<file path="config.mk">
export PLATFORM = sky130hd
export DESIGN_NAME = mux4_bus_arbiter
export DESIGN_NICKNAME = d
export VERILOG_FILES = /design/src/rtl/mux4_arb_pkg.sv /design/src/rtl/mux4_sel.sv /design/src/rtl/mux4_bus_arbiter.sv
export SDC_FILE = /design/constraint.sdc
export NUM_CORES = 1
export LEC_CHECK = 0
export BUFFER_PORTS_ARGS = -buffer_cell sky130_fd_sc_hd__buf_2
export CORE_MARGIN = 2
export CORE_UTILIZATION = 38
export CTS_BUF_LIST = sky130_fd_sc_hd__clkbuf_2
export DETAILED_ROUTE_END_ITERATION = 16
export PLACE_DENSITY = 0.78
export SLEW_MARGIN = 20
export SYNTH_ARGS = -nofsm -noshare
export SYNTH_HDL_FRONTEND = slang
export SYNTH_SLANG_ARGS = --single-unit
</file>
<file path="constraint.sdc">
create_clock -name i_clk -period 1.7 [get_ports i_clk]
set_input_delay 0.255 -clock i_clk [delete_from_list [all_inputs] [get_ports i_clk]]
set_output_delay 0.255 -clock i_clk [all_outputs]
set_load 0.1 [all_outputs]
</file>
<file path="src/rtl/mux4_arb_pkg.sv">
// Shared types and helpers for the four-requester bus arbiter.
// Holds the FSM state type, the requester/select sizes and the round-robin pick function.
package mux4_arb_pkg;

  localparam int NUM_REQ = 4;
  localparam int SEL_W   = 2;

  typedef enum logic {
    IDLE  = 1'b0,
    GRANT = 1'b1
  } arb_state_e;

  // Scan last+1, last+2, ... (mod NUM_REQ) and return the first requester found.
  // The caller only uses the result when at least one request bit is set.
  function automatic logic [SEL_W-1:0] rrPick(input logic [NUM_REQ-1:0] req,
                                              input logic [SEL_W-1:0]   last);
    logic [SEL_W-1:0] idx;
    logic             found;
    rrPick = last;
    found  = 1'b0;
    for (int k = 1; k <= NUM_REQ; k++) begin
      idx = last + SEL_W'(k);
      if (!found && req[idx]) begin
        rrPick = idx;
        found  = 1'b1;
      end
    end
  endfunction

  function automatic logic [NUM_REQ-1:0] selToOneHot(input logic [SEL_W-1:0] sel);
    selToOneHot = NUM_REQ'(1) << sel;
  endfunction

endpackage

</file>
<file path="src/rtl/mux4_sel.sv">
// Purely combinational WIDTH-wide 4:1 data mux.
// Used by the arbiter to pick the current owner's word before it is registered onto the bus.
module mux4_sel
  import mux4_arb_pkg::*;
#(
  parameter int WIDTH = 32
) (
  input  logic [SEL_W-1:0] i_sel,
  input  logic [WIDTH-1:0] i_d0,
  input  logic [WIDTH-1:0] i_d1,
  input  logic [WIDTH-1:0] i_d2,
  input  logic [WIDTH-1:0] i_d3,
  output logic [WIDTH-1:0] o_y
);

  always_comb begin
    o_y = i_d0;
    case (i_sel)
      2'd0:    o_y = i_d0;
      2'd1:    o_y = i_d1;
      2'd2:    o_y = i_d2;
      default: o_y = i_d3;
    endcase
  end

endmodule

</file>
<file path="src/rtl/mux4_bus_arbiter.sv">
// Round-robin arbiter that owns a shared 4:1 datapath mux and registers the selected word onto a bus.
// Optional feature: define MUX4_ARB_TIMEOUT_EN to revoke a grant held HOLD_MAX cycles while others wait.
module mux4_bus_arbiter
  import mux4_arb_pkg::*;
#(
  parameter int WIDTH    = 32,
  parameter int HOLD_MAX = 16
) (
  input  logic               i_clk,
  input  logic               i_reset_n,
  input  logic [NUM_REQ-1:0] i_req,
  input  logic [WIDTH-1:0]   i_din0,
  input  logic [WIDTH-1:0]   i_din1,
  input  logic [WIDTH-1:0]   i_din2,
  input  logic [WIDTH-1:0]   i_din3,
  output logic [NUM_REQ-1:0] o_gnt,
  output logic [SEL_W-1:0]   o_mux_sel,
  output logic [WIDTH-1:0]   o_bus_out,
  output logic               o_bus_valid,
  output logic               o_timeout
);

  if (HOLD_MAX < 2) begin : gHoldMaxCheck
    $error("mux4_bus_arbiter: HOLD_MAX must be at least 2");
  end

  arb_state_e         r_state;
  logic [NUM_REQ-1:0] r_gnt;
  logic [SEL_W-1:0]   r_sel;
  logic [SEL_W-1:0]   r_last;
  logic [WIDTH-1:0]   r_busOut;
  logic               r_busValid;

  logic [WIDTH-1:0]   w_muxOut;
  logic               w_ownerReq;
  logic [NUM_REQ-1:0] w_othersReq;
  logic [SEL_W-1:0]   w_winner;

  mux4_sel #(
    .WIDTH (WIDTH)
  ) uDinMux (
    .i_sel (r_sel),
    .i_d0  (i_din0),
    .i_d1  (i_din1),
    .i_d2  (i_din2),
    .i_d3  (i_din3),
    .o_y   (w_muxOut)
  );

  // Masking the current owner lets one pick serve idle grants, handoffs and forced revokes.
  assign w_ownerReq  = i_req[r_sel];
  assign w_othersReq = i_req & ~r_gnt;
  assign w_winner    = rrPick(w_othersReq, r_last);

`ifdef MUX4_ARB_TIMEOUT_EN
  localparam int HOLD_CNT_W = (HOLD_MAX > 2) ? $clog2(HOLD_MAX) : 1;
  localparam logic [HOLD_CNT_W-1:0] HOLD_LAST = HOLD_CNT_W'(HOLD_MAX - 1);

  logic [HOLD_CNT_W-1:0] r_holdCnt;
  logic                  r_timeout;

  // Counts completed owner cycles; saturates at HOLD_LAST so a lone owner keeps its grant.
  always_ff @(posedge i_clk) begin
    if (!i_reset_n) begin
      r_holdCnt <= '0;
      r_timeout <= 1'b0;
    end else begin
      r_timeout <= 1'b0;
      if (r_state == IDLE) begin
        r_holdCnt <= '0;
      end else if (!w_ownerReq) begin
        r_holdCnt <= '0;
      end else if (r_holdCnt == HOLD_LAST) begin
        if (|w_othersReq) begin
          r_holdCnt <= '0;
          r_timeout <= 1'b1;
        end
      end else begin
        r_holdCnt <= r_holdCnt + 1'b1;
      end
    end
  end

  logic w_forceRevoke;
  assign w_forceRevoke = (r_holdCnt == HOLD_LAST) && (|w_othersReq);
  assign o_timeout     = r_timeout;
`else
  logic w_forceRevoke;
  assign w_forceRevoke = 1'b0;
  assign o_timeout     = 1'b0;
`endif

  // Arbiter FSM with registered grant, select and bus outputs; reset wins even mid-grant.
  always_ff @(posedge i_clk) begin
    if (!i_reset_n) begin
      r_state    <= IDLE;
      r_gnt      <= '0;
      r_sel      <= '0;
      r_last     <= SEL_W'(NUM_REQ - 1);
      r_busOut   <= '0;
      r_busValid <= 1'b0;
    end else begin
      case (r_state)
        IDLE: begin
          r_busValid <= 1'b0;
          if (|i_req) begin
            r_gnt   <= selToOneHot(w_winner);
            r_sel   <= w_winner;
            r_last  <= w_winner;
            r_state <= GRANT;
          end
        end
        GRANT: begin
          r_busOut   <= w_muxOut;
          r_busValid <= w_ownerReq;
          if (w_ownerReq) begin
            if (w_forceRevoke) begin
              r_gnt  <= selToOneHot(w_winner);
              r_sel  <= w_winner;
              r_last <= w_winner;
            end
          end else if (|w_othersReq) begin
            r_gnt  <= selToOneHot(w_winner);
            r_sel  <= w_winner;
            r_last <= w_winner;
          end else begin
            r_gnt   <= '0;
            r_state <= IDLE;
          end
        end
        default: begin
          r_gnt   <= '0;
          r_state <= IDLE;
        end
      endcase
    end
  end

  assign o_gnt       = r_gnt;
  assign o_mux_sel   = r_sel;
  assign o_bus_out   = r_busOut;
  assign o_bus_valid = r_busValid;

endmodule

</file>
After elaboration in Yosys (flattened, before gate mapping)

Cells that the tools add are included.

Input port bits: 134
Register bits after elaboration: 42
Word-level logic and storage cells: 65

Order comparisons: 5
Multiplexer cells: 31
$add $sub $neg: 3
Shifts and indexed selects: 1
Reduce and logical (&&, ||, !) cells: 11
Bitwise logic cells: 3
Equal/unequal tests: 5

Operators by type and width:

| operator            | count |
|---|---|
| $pmux 32 s3         | 1 |
| $lt 2x3->1 const B  | 5 |
| $mux 2              | 7 |
| $mux 4              | 3 |
| $mux 1              | 11 |
| $bmux 1 s2          | 5 |
| $pmux 4 s2          | 1 |
| $reduce_or 4->1     | 2 |
| $add 2x2->2 const B | 2 |
| $and 4x4->4         | 1 |
| $ne 2x2->1 const B  | 2 |
| $not 4->4           | 1 |
| $pmux 1 s2          | 2 |
| $pmux 2 s2          | 1 |
| $shl 1x2->4 const A | 1 |
| $logic_and 1x1->1   | 3 |
| $logic_not 1->1     | 3 |
| $reduce_and 3->1    | 1 |
| $add 2x1->2 const B | 1 |
| $eq 2x1->1 const B  | 1 |
| $eq 2x2->1 const B  | 1 |
| $logic_not 2->1     | 1 |
| $ne 2x1->1 const B  | 1 |
| $reduce_and 2->1    | 1 |
| $not 1->1           | 1 |

Longest topological paths before layout

Gate-level depths: netlist (run 1).

Depth after elaboration: 18
Depth in mapped cells: 6
Depth with buffers taken out: 5

Modules after synthesis

A second synthesis (run 1) with hierarchy kept.

Cell total of the unflattened synthesis: 202
Area, all modules: 2560.0 um^2

By module, submodules not included:

| module           | seq. area each (um^2) | times used | cells an instance | area each (um^2) |
|---|---|---|---|---|
| mux4_bus_arbiter | 840.8                 | 1          | 163               | 1745.4 |
| mux4_sel         | 0.0                   | 1          | 39                | 814.5 |

Least setup slack after synthesis (run 1)

OpenSTA, ideal clock, no wires.

Path type: reg2reg
Start: register r_sel[1] (netlist: o_mux_sel[1])
End: register r_last[0]
Setup time: 0.121 ns
Required time: 1.579 ns
Clock period less this slack: 2.527 ns
Stages on the path, launching flop included: 7
Setup slack: -0.827 ns
Arrival time: 2.405 ns
Cells stage by stage: dfxtp_1 buf_6 mux4_2 a41o_1 o21ai_4 nand3_2 mux2_4

Cells in the longest elaborated chain, start to end: 4

RTL lines:

| what                         | RTL line                | text |
|---|---|---|
| from (decl)                  | mux4_bus_arbiter.sv:29  | `logic [SEL_W-1:0] r_sel;` |
| from (signal assigned)       | mux4_bus_arbiter.sv:108 | `r_sel <= w_winner;` |
| from (signal assigned)       | mux4_bus_arbiter.sv:119 | `r_sel <= w_winner;` |
| from (signal assigned)       | mux4_bus_arbiter.sv:124 | `r_sel <= w_winner;` |
| $bmux 1 s2                   | mux4_bus_arbiter.sv:51  | `assign w_ownerReq = i_req[r_sel];` |
| $mux 1 (implied by the code) | mux4_bus_arbiter.sv:51  |  |
| $ne 2x2->1 (no line)         | --                      |  |
| $reduce_and 3->1 (no line)   | --                      |  |
| to (signal assigned)         | mux4_bus_arbiter.sv:99  | `r_last <= SEL_W'(NUM_REQ - 1);` |
| to (signal assigned)         | mux4_bus_arbiter.sv:109 | `r_last <= w_winner;` |
| to (signal assigned)         | mux4_bus_arbiter.sv:120 | `r_last <= w_winner;` |
| to (decl)                    | mux4_bus_arbiter.sv:30  | `logic [SEL_W-1:0] r_last;` |

Every way passes these cells. The select of a mux whose other input is x is not followed.
A chain may end at the register's enable or synchronous reset.

Worst setup path in the final report (run 1)

Ends and elaborated chain as after synthesis.

==> flow_summary.yaml, run 1 <==
synth:
  synth_fa_ha_area_frac: 0
  synth_top_family_by_area: "multiplexers"
  yosys.area_share.simple: 0.107
  async_flop_share: 0
  synth_compound_area_frac: 0.0695
  synth_edf_count: 0
  synthMuxAreaShare: 0.442
  ys_ff_latch: 42
  yosys.cell_types.count: 35
  syn-num-nets: 344
  synth_cells: 210
  syn_area_um2: 2460
  avgSynthCellArea_um2: 11.7
  yosys_warnings: 0
  synthXorXnorAreaFrac: 0
  seq_area_frac_synth: 0.341
  ys.flop_type: "dfxtp_1"
sta:
  rsz0062_at_grt: "true"
  fin_ws_ns: -0.0171
  hold_violations: 0
  final_max_slew_viol_count: 0
  fin_skew_ns: 0.0144
  fmax_mhz: 582
  finalSetupViolCount: 1
  final.period_utilization: 1.01
  fin_tns_setup_ns: -0.0171
  period_needed_ns: 1.72
layout:
  finalNetCount: 520
  layout_commonest_cell: "buf_2"
  fin_cells: 464
  drive_gt1_frac: 0.625
  syn_to_final_growth_pct: 44.3
  ff_latch_area_um2: 855
  n_antenna_cell: 0
  fillers: 582
  final_cell_mix: "buf_2, nor2_1, dfxtp_1"
  multi_input_area_um2: 1540
grt:
  grt_max_degree: 24
  grt_use_total: 0.199
  antenna_found_initial: 0
  grt_overflow: 0
  grt_pass1_vias: 2481
  grt_pass1_wl_um: 11400
detailed_routing:
  m1WireLength_um: 2670
  routed-via-count: 2436
  drc: 0
  wl_met2_um: 3870
  top_layer: "met4"
  wl_um: 7200
  wl_per_cell_um: 15.5
  drt-initial-drc-count: 52
  first_pass_iters: 4
  vias_per_cell: 5.25
  postRouteAntennaNets: 0
  met3_length_um: 526
worst_setup_path:
  crit_fanout: 5
  critPathKind: "reg2reg"
  reg2reg_depth: 5
  required_ns: 2.01
  regToRegSetupSlack_ns: -0.02
  worstReg2RegEnd: "r_last[0]"
  start_kind: "flop"
  reg2reg_from: "o_mux_sel[1]"
  cp.arrival_ns: 2.02
  worst_setup_path_end_kind: "flop"
hold_path:
  hold_end: "r_state"
  worstHoldPathCells: 2
  worstHoldStart: "i_reset_n"
  hp-class: "in2reg"
pwr:
  vdd_drop_max_uv: 964
  leakagePower_nw: 1.76
  p_per_area_nw_per_um2: 1460
run:
  cap_violations: 0
clocking:
  insertion_delay_ns: 0.38
  numCtsBuffers: 5
  cts_num_sinks: 42
  tritoncts: "yes"
  clock-root-buffer: "clkbuf_2"
  cts_max_level: 2
  clk_path_buf_depth: 2
  ctsHoldBuffers: 0
  clk_pin_slew_ns: 0.20
place:
  port_buffers: 172
  post-dp-hpwl_um: 5860
  place_ws_ns: -0.0225
  gp_congestion: 0.866
  place_inst: 454
floorplan:
  ios: 174
  num_rows: 29
  coreArea_um2: 6310
  die_area_um2: 7150
  fp.dieW_um: 84.5
  initial_utilization: 0.390
  die_y_um: 84.5
status:
  status: "finished, violations left"
  violations: "setup timing"
## flip-flops by register name (all words and copies together), names as in the netlist
register	count
o_mux_sel	2
o_bus_valid	1
o_gnt	4
o_bus_out	32
r_state	1
r_last	2
## area by class of cell
type,instances,area share
Clock buffer,5,0.00704
Sequential cell,42,0.240
Inverter,3,0.00317
Timing Repair Buffer,187,0.286
Tap cell,77,0.0271
Multi-Input combinational cell,147,0.433
Clock inverter,3,0.00317
## power by group
group,switching (W),internal (W)
logic,0.00222,0.00120
clock network,0.000304,0.0000881
registers,0.000166,0.00121
## how the worst max path moves through the flow
| stage | start | end | slack, ns | cells past startpoint |
|---|---|---|---|---|
| after floorplan | o_mux_sel[1] | r_last[0] | -0.35 | 6 |
| after global placement | i_req[3] | r_last[0] | -0.0004 | 6 |
| after detailed placement | i_req[3] | r_last[0] | -0.02 | 6 |
| after CTS | o_mux_sel[1] | r_last[0] | -0.03 | 5 |
| after global routing | o_mux_sel[1] | o_bus_out[28] | -0.07 | 5 |
| final | o_mux_sel[1] | r_last[0] | -0.02 | 5 |
## synth_stat cells (all sizes together), types with 2 or more instances
cell type  number  share of area
inv             3         0.0046
dfxtp          42           0.34
a211oi          3         0.0091
mux2i          33           0.13
a21oi           2         0.0041
nand2b          5          0.013
o21ai           5          0.015
mux4           33           0.30
buf             7          0.018
nor2b           4          0.010
nor2           37          0.056
clkbuf         11          0.017
nand2           4         0.0061
a32o            4          0.016
## worst max-delay path: stages (launching register included)
cell and delay [ns]:
dfxtp_4 0.40, mux4_2 0.50, a41o_1 0.25, o21ai_4 0.10, nand3_2 0.09, mux2_4 0.30
## metrics by stage
stage	total power [W]	util	area (um^2)	hold WS, ns
global route	0.00549	0.563	3560	0.0638
CTS	0.00524	0.561	3540	0.0865
finish	0.00519	0.563	3560	0.133
global placement	0.00474	0.553	3490	0.469
detailed placement	0.00481	0.553	3490	0.476
floorplan	0.00416	-	2500	0.386
## timing repair
item                                    4_1_cts  5_1_grt
endpoints found under the hold margin         0        0
pin swaps                                     0        1
endpoints found under the setup margin        5        8
gates resized for setup                       1        3
setup buffers                                 2        0
## cells by family after synthesis
kind of cell,count (synthesis)
other,1
buffers and inverters,21
AOI/OAI and AO/OA,21
DFF,42
muxes,67
and+or+nand+nor,58
## metal layers
metal  global-route usage  vias to the layer above
met5                    0                        -
met4               0.0722                        0
met3               0.0442                       12
met2                0.381                      108
met1                0.211                     1166
li1                     -                     1150
Power figures use the tool's default switching activity.
==> run 2, diff against run 1 <==
--- a/constraint.sdc
+++ b/constraint.sdc
@@ -3,2 +3,2 @@
 set_output_delay 0.255 -clock i_clk [all_outputs]
-set_load 0.1 [all_outputs]
+set_load 0.005 [all_outputs]
==> run 2 against run 1 <==
Compared with the run above: the flow still finishes with violations (setup timing); wire length increased by 1.0%; combinational power decreased by 42%; worst setup slack got worse by 0.018 ns; die area unchanged; utilization decreased by 0.75 points; via count decreased by 1.4%; largest cell class unchanged.
==> flow_summary.yaml, run 2 (synthesized netlist as in run 1, its figures left out) <==
floorplan:
  num_rows: 29
  coreArea_um2: 6310
  ios: 174
  fp.dieW_um: 84.5
  die_area_um2: 7150
  die_y_um: 84.5
  initial_utilization: 0.390
pwr:
  leakagePower_nw: 1.74
  power_w: 0.00378
  vdd_drop_max_uv: 531
  p_per_area_nw_per_um2: 1080
layout:
  multi_input_area_um2: 1540
  ff_latch_area_um2: 845
  fillers: 563
  largest_register_ffs: 32
  stdcell_area_um2: 3510
  fin_cells: 463
  final_cell_mix: "buf_2, dfxtp_1, nor2_1"
  finalNetCount: 519
  n_antenna_cell: 0
  drive_gt1_frac: 0.614
  syn_to_final_growth_pct: 42.3
  layout_commonest_cell: "buf_2"
clocking:
  clock-root-buffer: "clkbuf_2"
  tritoncts: "yes"
  clk_path_buf_depth: 2
  numCtsBuffers: 5
  cts_max_level: 2
  ctsHoldBuffers: 0
  insertion_delay_ns: 0.39
  cts_num_sinks: 42
  clk_pin_slew_ns: 0.20
worst_setup_path:
  worst_setup_path_end_kind: "flop"
  required_ns: 2.01
  reg2reg_depth: 5
  reg2reg_from: "o_mux_sel[1]"
  worstReg2RegEnd: "r_last[0]"
  crit_fanout: 5
  regToRegSetupSlack_ns: -0.03
  start_kind: "flop"
  cp.arrival_ns: 2.04
  critPathKind: "reg2reg"
sta:
  hold_violations: 0
  finalSetupViolCount: 5
  fin_ws_ns: -0.0349
  fin_tns_setup_ns: -0.116
  rsz0062_at_grt: "true"
  period_needed_ns: 1.73
  final_max_slew_viol_count: 0
  fin_skew_ns: 0.0127
  final.period_utilization: 1.02
  fmax_mhz: 576
grt:
  grt_use_total: 0.200
  antenna_found_initial: 0
  grt_pass1_wl_um: 11400
  grt_pass1_vias: 2482
  grt_max_degree: 35
  grt_overflow: 0
place:
  place_inst: 453
  place_area_um2: 3440
  post-dp-hpwl_um: 5750
  place_ws_ns: -0.0431
  gp_congestion: 0.888
  port_buffers: 172
detailed_routing:
  routed-via-count: 2403
  vias_per_cell: 5.19
  wl_um: 7270
  postRouteAntennaNets: 0
  first_pass_iters: 4
  wl_per_cell_um: 15.7
  drt-initial-drc-count: 60
  drc: 0
hold_path:
  worstHoldPathCells: 2
  hold_end: "r_state"
  hp-class: "in2reg"
  worstHoldStart: "i_reset_n"
status:
  violations: "setup timing"
  status: "finished, violations left"
run:
  cap_violations: 0
==> run 2: cell types whose count changed in the layout (fill, tap and decap cells not counted), moves of 2 or more <==
cell,before,now
dfxtp_4,2,0
dfxtp_2,5,3
buf_4,14,12
buf_12,3,1
clkinv_1,3,1
dfxtp_1,35,39
buf_2,170,172
==> run 2: worst max path at each step <==
| stage | cells after the start | endpoint | slack (ns) | start |
|---|---|---|---|---|
| final | 5 | r_last[0] | -0.03 | o_mux_sel[1] |
| after global routing | 5 | o_gnt[0] | -0.09 | o_mux_sel[1] |
| after CTS | 5 | r_last[0] | -0.03 | o_mux_sel[1] |
| after detailed placement | 6 | r_last[0] | -0.04 | i_req[3] |
| after global placement | 6 | r_last[0] | 0.01 | i_req[3] |
| after floorplan | 6 | r_last[0] | -0.09 | o_mux_sel[1] |
==> run 2: metal layers <==
| layer | global-route usage | vias to the layer above | share of wire |
|---|---|---|---|
| li1 | - | 1151 | - |
| met1 | 0.223 | 1133 | 0.37 |
| met2 | 0.387 | 114 | 0.55 |
| met3 | 0.0354 | 5 | 0.079 |
| met4 | 0.0519 | 0 | 0.0070 |
| met5 | 0 | - | 0 |
==> run 2: critical path: stages (launching register included) <==
cell and delay (ns):
dfxtp_2 0.39, mux4_2 0.52, a41o_1 0.25, o21ai_4 0.10, nand3_2 0.09, mux2_4 0.30
==> run 2: area by class of cell <==
type,instances,share of cell area
clock buffers,6,0.00856
clock inverters,2,0.00250
inverters,3,0.00321
multi-input cells,147,0.438
flip-flops and latches,42,0.241
well taps,77,0.0275
repair buffers,186,0.280
==> run 2: what timing repair did <==
item,CTS,global route
setup endpoints to repair,5,9
endpoints found under the hold margin,0,0
pin swaps,0,2
resized for setup,0,3
buffers inserted,2,0
gates cloned,0,0
==> run 2: per-stage QoR <==
step	utilization	hold slack, ns
floorplan	-	0.386
global placement	0.545	0.467
detailed placement	0.545	0.474
CTS	0.554	0.103
global route	0.556	0.0847
finish	0.556	0.137
==> run 2: power by group <==
part | switching, W | leakage, nW | internal, W
clock | 0.000317 | 0.0304 | 0.000101
combinational | 0.000860 | 1.36 | 0.00113
sequential | 0.000166 | 0.347 | 0.00120
total | 0.00134 | 1.74 | 0.00243
==> run 3, diff against run 2 <==
- CORE_UTILIZATION: 38 -> 39
- MAX_ROUTING_LAYER: default -> met4
- PLACE_DENSITY: 0.78 -> 0.79
- SYNTH_HIERARCHICAL: default -> 1
==> run 3 against run 2 <==
Compared with the run above: the flow now finishes without violations; first-iteration DRC count fell by 20%; worst hold slack improved by 0.10 ns; total power fell by 10%; cell count fell by 2.8%; critical endpoint is now o_gnt[0].
==> flow_summary.yaml, run 3 <==
synth:
  synth_edf_count: 0
  synth_most_common_cell: "dfxtp_1"
  seq_area_frac_synth: 0.328
  synth_area_leaders: "dfxtp_1, mux4_2, mux2i_1, nor2b_1, buf_12"
  syn-num-nets: 336
  synth_top_area_share: 0.328
  syn_area_um2: 2560
  yosys_warnings: 6
  synth_common_cells: "dfxtp_1, mux2i_1, nor2b_1"
  yosysTopAreaCell: "dfxtp_1"
  ys.flop_type: "dfxtp_1"
  avgSynthCellArea_um2: 12.7
  ys_ff_latch: 42
  synth_cells: 202
  async_flop_share: 0
  yosys.cell_types.count: 34
detailed_routing:
  first_pass_iters: 4
  top_layer: "met4"
  routed-via-count: 2296
  wl_per_cell_um: 15.2
  wl_met2_um: 3590
  drc: 0
  met3_length_um: 523
  vias_per_cell: 5.10
  m1WireLength_um: 2650
  drt-initial-drc-count: 48
  wl_um: 6850
  postRouteAntennaNets: 0
worst_setup_path:
  critPathKind: "reg2reg"
  crit_fanout: 7
  crit_chain: "and2b_1, nor4_4, a211oi_2, and2_4, a32o_1"
  cpPeakStageDelay_ns: 0.39
  cp.arrival_ns: 1.90
  start_kind: "flop"
  required_ns: 2.00
  worst_setup_path_end_kind: "flop"
  critPathSlowestCell: "dfxtp_2"
clocking:
  ctsHoldBuffers: 0
  cts_num_sinks: 42
  clk_pin_slew_ns: 0.20
  clk_path_buf_depth: 2
  cts_max_level: 2
  tritoncts: "yes"
  cts.repair.resized: 0
  post_cts_buffers: 0
  insertion_delay_ns: 0.38
  numCtsBuffers: 5
  clock-root-buffer: "clkbuf_2"
run:
  cap_violations: 0
place:
  post-dp-hpwl_um: 5410
  port_buffers: 172
  place_inst: 442
  gp_congestion: 0.761
layout:
  utilization: 0.553
  fillers: 580
  finalNetCount: 506
  syn_to_final_growth_pct: 37.0
  largest_register_ffs: 32
  final_cell_mix: "buf_2, dfxtp_1, mux2i_1"
  layout_commonest_cell: "buf_2"
  drive_gt1_frac: 0.609
  multi_input_area_um2: 1570
  ff_latch_area_um2: 847
  n_antenna_cell: 0
  fin_cells: 450
grt:
  grt_pass1_wl_um: 10600
  grt_use_total: 0.188
  antenna_found_initial: 0
  grt_overflow: 0
  grt_pass1_vias: 2324
  grt_max_degree: 25
sta:
  timing.hold.ws_ns: 0.237
  final.period_utilization: 0.942
  final_max_slew_viol_count: 0
  fin_skew_ns: 0.0145
  rsz0062_at_grt: "true"
  hold_violations: 0
  period_needed_ns: 1.60
  fmax_mhz: 625
  finalSetupViolCount: 0
floorplan:
  num_rows: 29
  initial_utilization: 0.403
  fp.dieW_um: 85.0
  ios: 174
  die_y_um: 85.0
  die_area_um2: 7230
  coreArea_um2: 6350
status:
  status: "finished clean"
pwr:
  vdd_drop_max_uv: 483
  p_per_area_nw_per_um2: 968
  leakagePower_nw: 1.69
hold_path:
  hp-class: "in2reg"
## run 3: cell types whose count changed in the layout (fill, tap and decap cells not counted), moves of 3 or more
| cell | before | now |
|---|---|---|
| mux2i_1 | 33 | 36 |
| buf_4 | 12 | 5 |
| nor2_1 | 36 | 3 |
| o22ai_1 | 0 | 3 |
| and2b_1 | 0 | 4 |
| mux4_2 | 33 | 30 |
| nor2b_1 | 4 | 33 |
## run 3: final timing paths
check	from	endpoint	slack [ns]	cells past startpoint
max	o_gnt[1]	o_gnt[0]	0.1	5
min	i_reset_n	r_last[1]	0.24	2
max reg2reg	o_gnt[1]	o_gnt[0]	0.1	5
min reg2reg	o_gnt[2]	o_gnt[2]	0.50	2
## run 3: layout make-up
| type | count | area share |
|---|---|---|
| repair buffers | 179 | 0.267 |
| clock buffers | 6 | 0.00856 |
| well taps | 77 | 0.0275 |
| clock inverters | 2 | 0.00250 |
| multi-input cells | 140 | 0.448 |
| inverters | 4 | 0.00428 |
| flip-flops and latches | 42 | 0.241 |
## run 3: critical path, delay by kind of cell, from the launching register on
kind / cells / cell delay, ns
compound gates: 2 / 0.40
flops: 1 / 0.39
simple gates: 3 / 0.73
## run 3: through the flow
stage          TNS, ns  total power, W  setup WS, ns  area, um^2
2_1_floorplan        0         0.00254         0.166        2560
3_3_place_gp         0         0.00295        0.0628        3470
3_5_place_dp         0         0.00302        0.0206        3470
4_1_cts              0         0.00345        0.0661        3510
5_1_grt        -0.0858         0.00365       -0.0298        3510
6_report             0         0.00340        0.0991        3510
## run 3: where the power goes
part | internal, W | switching [W]
logic | 0.000977 | 0.000696
registers | 0.00118 | 0.000126
clock network | 0.000102 | 0.000318
## run 3: metal layers
| layer | vias up | global-route usage |
|---|---|---|
| met4 | 0 | 0.0476 |
| met2 | 92 | 0.338 |
| met1 | 1087 | 0.208 |
| li1 | 1107 | - |
| met5 | - | - |
| met3 | 10 | 0.0467 |
## run 3: logic make-up (layout without fill, tap and decap cells)
family / after synthesis / in the layout / share of synthesized area
multiplexers: 68 / 68 / 0.425
AND/OR/NAND/NOR: 54 / 54 / 0.138
flip-flops: 42 / 42 / 0.328
buffers and inverters: 20 / 191 / 0.0572
AO/OA/AOI/OAI: 17 / 17 / 0.0499
other: 1 / 1 / 0.00146
